**src/rtl/fifo_rd_pkg.sv**
```systemverilog
`default_nettype none
// ============================================================================
//  Module      : fifo_rd_pkg
//  Description : Shared types and defaults for the FIFO stream reader.
//  Revision    : 1.0 - initial release
// ============================================================================
package fifo_rd_pkg;

    localparam int FIFO_WIDTH_DEFAULT = 16;
    localparam int CNT_WIDTH_DEFAULT  = 16;

    typedef enum logic [1:0] {
        EMPTY = 2'd0,
        ONE   = 2'd1,
        TWO   = 2'd2
    } occ_state_t;

    // An unknown encoding reports full so that it can never trigger extra reads.
    function automatic logic [1:0] occ_count(input occ_state_t s);
        case (s)
            EMPTY:   return 2'd0;
            ONE:     return 2'd1;
            TWO:     return 2'd2;
            default: return 2'd2;
        endcase
    endfunction

endpackage
`default_nettype wire

```
**src/rtl/fifo_rd_skid_buf.sv**
```systemverilog
`default_nettype none
// ============================================================================
//  Module      : fifo_rd_skid_buf
//  Description : Two-entry in-order output buffer with occupancy state machine.
//  Revision    : 1.0 - initial release
// ============================================================================
module fifo_rd_skid_buf
    import fifo_rd_pkg::*;
#(
    parameter int WIDTH = FIFO_WIDTH_DEFAULT
) (
    input  logic             clk,
    input  logic             rst,
    input  logic             wr,
    input  logic [WIDTH-1:0] wdata,
    input  logic             pop,
    output occ_state_t       occ,
    output logic [WIDTH-1:0] head
);

    logic [WIDTH-1:0] r_tail;

    always_ff @(posedge clk) begin
        if (rst) begin
            occ    <= EMPTY;
            head   <= '0;
            r_tail <= '0;
        end else begin
            case (occ)
                EMPTY: begin
                    if (wr) begin
                        head <= wdata;
                        occ  <= ONE;
                    end
                end
                ONE: begin
                    if (wr && pop) begin
                        head <= wdata;
                    end else if (wr) begin
                        r_tail <= wdata;
                        occ    <= TWO;
                    end else if (pop) begin
                        occ <= EMPTY;
                    end
                end
                TWO: begin
                    // Upstream gating keeps wr low here; the wr path only preserves order if that ever breaks.
                    if (pop) begin
                        head <= r_tail;
                        if (wr) begin
                            r_tail <= wdata;
                        end else begin
                            occ <= ONE;
                        end
                    end
                end
                default: occ <= EMPTY;
            endcase
        end
    end

endmodule
`default_nettype wire

```
**src/rtl/fifo_stream_reader.sv**
```systemverilog
`default_nettype none
// ============================================================================
//  Module      : fifo_stream_reader
//  Description : Drains a 1-cycle-latency FIFO into a valid/ready stream.
//  Revision    : 1.0 - initial release
// ============================================================================
module fifo_stream_reader
    import fifo_rd_pkg::*;
#(
    parameter int FIFO_WIDTH = FIFO_WIDTH_DEFAULT,
    parameter int CNT_WIDTH  = CNT_WIDTH_DEFAULT
) (
    input  logic                  clk,
    input  logic                  rst,
    input  logic                  en,
    input  logic                  fifo_empty,
    input  logic                  fifo_underflow,
    input  logic [FIFO_WIDTH-1:0] fifo_data_out,
    output logic                  fifo_rd_en,
    output logic                  m_valid,
    input  logic                  m_ready,
    output logic [FIFO_WIDTH-1:0] m_data,
    output logic                  err_underflow,
    output logic [CNT_WIDTH-1:0]  words_out
);

    localparam logic [CNT_WIDTH-1:0] C_CNT_INC = 1;

    occ_state_t w_occ;
    logic       r_inflight;
    logic       w_pop;
    logic       w_capture;
    logic [2:0] w_level;

    assign m_valid   = (w_occ != EMPTY);
    assign w_pop     = m_valid & m_ready;
    assign w_capture = r_inflight & ~fifo_underflow;

    // Occupancy after the coming edge if no new read were issued; a read is allowed only when it fits.
    assign w_level    = {1'b0, occ_count(w_occ)} + {2'b00, r_inflight} - {2'b00, w_pop};
    assign fifo_rd_en = ~rst & en & ~fifo_empty & (w_level < 3'd2);

    always_ff @(posedge clk) begin
        if (rst) begin
            r_inflight    <= 1'b0;
            err_underflow <= 1'b0;
            words_out     <= '0;
        end else begin
            r_inflight <= fifo_rd_en;
            if (r_inflight && fifo_underflow) begin
                err_underflow <= 1'b1;
            end
            if (w_pop) begin
                words_out <= words_out + C_CNT_INC;
            end
        end
    end

    fifo_rd_skid_buf #(
        .WIDTH (FIFO_WIDTH)
    ) u_buf (
        .clk   (clk),
        .rst   (rst),
        .wr    (w_capture),
        .wdata (fifo_data_out),
        .pop   (w_pop),
        .occ   (w_occ),
        .head  (m_data)
    );

endmodule
`default_nettype wire

```
**config.mk**
```make
export PLATFORM = sky130hd
export DESIGN_NAME = fifo_stream_reader
export DESIGN_NICKNAME = d
export VERILOG_FILES = /design/src/rtl/fifo_rd_pkg.sv /design/src/rtl/fifo_rd_skid_buf.sv /design/src/rtl/fifo_stream_reader.sv
export SDC_FILE = /design/constraint.sdc
export NUM_CORES = 1
export LEC_CHECK = 0
export CAP_MARGIN = 15
export CORE_AREA = 3 3 88 90
export CTS_CLUSTER_DIAMETER = 200
export DETAILED_ROUTE_END_ITERATION = 10
export DIE_AREA = 0 0 91 93
export GPL_TIMING_DRIVEN = 1
export PLACE_DENSITY = 0.59
export SETUP_SLACK_MARGIN = 0.5
export SLEW_MARGIN = 20
export SYNTH_ARGS = -nofsm -noshare
export SYNTH_HDL_FRONTEND = slang
export SYNTH_SLANG_ARGS = --single-unit
```
**constraint.sdc**
```tcl
create_clock -name clk -period 3.58 [get_ports clk]
set_clock_uncertainty 0.15 [all_clocks]
set_input_delay 0.716 -clock clk [delete_from_list [all_inputs] [get_ports clk]]
set_output_delay 0.716 -clock clk [all_outputs]
set_load 0.02 [all_outputs]
```
==> metrics.csv <==
metric;value;unit
nets;328;
peakVddDrop;136;uV
cp_slowest_stage_delay;350;ps
ys_top_cells_by_area;dfxtp_1, mux2i_1, nor2_1;
wl_met2;2.22;mm
grt_max_degree;56;
clk_path_buf_depth;2;
r2r-end;r_inflight;
crit_path_end_kind;output port;
cts-root-buf;clkbuf_8;
rows;31;
syn_nets;270;
stdcell_area;3280;um^2
fin_crit_sh;88.0;%
drive_above_1_share;17.8;%
synth_area;2450;um^2
leakagePower;1.38;nW
cts_tree;yes;
vias_per_cell;4.59;
max_slew.worst_pin.slew;649;ps
synth_cells;245;
relSlewSlack;56.7;%
cellPowerDensity;333;nW/um^2
wl;5.12;mm
place_inst;394;
worstSetupPathType;in -> out;
synth.avg_cell_area;10.0;um^2
num_vias;1851;
htree_levels;2;
maxSlewViolCount;0;
crit_path_end;fifo_rd_en;
status;finished clean;
dpl_cell_area;3150;um^2
rsz0062_at_grt;yes;
hp-class;reg -> reg;
ios;57;
ys_types;43;
n_antenna_cell;0;
path_cells;buf_6 > o21a_4 > inv_6 > ha_4 > nand2b_4 > fa_2 > xor2_2 > nor4_4 > buf_4;
layout_commonest_cell;clkdlybuf4s50_1;
synth_seq_cells;52;
wl_per_cell;12.7;um
antenna_found_initial;0;
cp.required;2710;ps
die_w;91;um
setup.worst_path.start;m_ready;
start_util;34.3;%
fin_cells;403;
numClockSinks;52;
grt_pass1_wl;8.73;mm
synth.top_cell.area_share;42.5;%
tns;0;ps
dpl.hpwl;3.38;mm
arrival;2280;ps
slowest_stage;fa_2;
maxCapViolCount;0;
ff2ff_path_depth;8;
worstSkewPairLatency;300;ps
startpoint_type;primary input;
layout_common_cells;clkdlybuf4s50_1, dfxtp_1, nor2_1;
drt_iter0_drc;50;
ff2ff_setup_slack;1450;ps
min_period;3150;ps
seq_area_frac_synth;42.5;%
yosys_warnings;0;
multi_input_area;1340;um^2
holdWs;338;ps
drt-met1-wl;2.59;mm
power;1.09;mW
fin_ws;430;ps
path_max_fanout;2;
fin_util;46.0;%
cts.reportedPaths.clkPinSlew;90;ps
grt_overflow;0;
regToRegStartpoint;u_buf.occ[1];
place.gp.congestion;0.722;
ant_nets;0;
area_growth;33.9;%
die_area;8460;um^2
drc;0;
final-setup-viol-count;0;
yosys.area.top_type;dfxtp_1;
dieHeight;93;um
grt_util_all_layers;12.4;%
highest_layer;met4;
core_area;7140;um^2
n_fill_cell;726;
first_pass_iters;4;
port_buffers;56;
post-place-ws;-497;ps
fmax;317;MHz
seqCellArea;1040;um^2
wl_met3;278;um
cts_buffers;5;
grt_pass1_vias;1793;
final-hold-violation-count;0;
[cell families after synthesis]
logic type	Yosys count	synth area share, %
AND/OR/NAND/NOR	92	19.4
flip-flops	52	42.5
multiplexers	35	14.5
AO/OA/AOI/OAI	30	12.4
buffers and inverters	21	5.16
XOR/XNOR	12	4.29
adder cells (fa/ha/maj)	3	1.84
[power by group]
part,switching [mW],internal (mW),leakage [nW],total [mW]
logic,0.0501,0.0511,0.904,0.101
registers,0.00437,0.586,0.420,0.590
clock network,0.191,0.208,0.0552,0.399
[metal layers]
metal,global-route usage (%),vias to the layer above
li1,-,956
met1,17.3,844
met2,18.8,46
met3,3.22,5
met4,4.15,0
met5,0,-
[critical path: cells and delay by family]
family	cells	cell delay, ps
AND/OR/NAND/NOR	2	390
buffers and inverters	3	320
XOR/XNOR	1	200
adder cells (fa/ha/maj)	2	540
AO/OA/AOI/OAI	1	120
[area by class of cell]
class                           count  share of cell area (%)
Multi-Input combinational cell    172                    40.9
Clock inverter                      2                    1.07
Timing Repair Buffer               68                    19.6
Sequential cell                    52                    31.7
Clock buffer                        6                    2.21
Inverter                            4                   0.610
Tap cell                           99                    3.78
[repair_timing]
action / CTS / global route
pin swaps: 4 / 0
hold buffers: 0 / 0
setup endpoints to repair: 1 / 1
gates resized for setup: 13 / 0
endpoints found under the hold margin: 0 / 0
setup buffers: 1 / 0
[synthesized netlist by cell type]
library cell	instances
or2_2	1
buf_2	2
inv_2	1
and2_1	3
mux2i_1	32
xor2_1	3
o21bai_1	1
buf_6	2
nor4_1	3
nor3b_1	1
a211oi_1	2
nand4_4	1
nor4_4	2
and3_1	1
mux2_1	2
a31o_1	1
nor4_2	1
nor2b_1	4
nand3_1	5
nand2b_1	4
nand4_1	2
a211oi_2	14
o21a_2	1
and3b_1	1
inv_1	3
buf_4	4
buf_8	1
a21oi_1	7
fa_1	1
nand2_1	8
o2111ai_2	1
or3_1	1
o32ai_4	1
nor3_1	5
nor2_1	49
clkbuf_4	1
xnor2_1	9
mux2_2	1
buf_1	2
o21ai_0	2
dfxtp_1	52
ha_1	2
clkbuf_1	5
[state kept, by name, indices dropped and copies added (netlist names)]
signal / count
words_out: 16
r_inflight: 1
u_buf.r_tail: 16
err_underflow: 1
u_buf.head: 16
u_buf.occ: 2
[how the worst min path moves through the flow]
| stage | cells after the start | to | slack (ps) | startpoint |
|---|---|---|---|---|
| floorplan | 2 | u_buf.r_tail[0] | 310 | u_buf.r_tail[0] |
| global placement | 2 | err_underflow | 320 | err_underflow |
| detailed placement | 2 | err_underflow | 330 | err_underflow |
| CTS | 2 | err_underflow | 350 | err_underflow |
| global route | 2 | err_underflow | 380 | err_underflow |
| finish | 2 | err_underflow | 340 | err_underflow |
(Power assumes the default switching activity.)
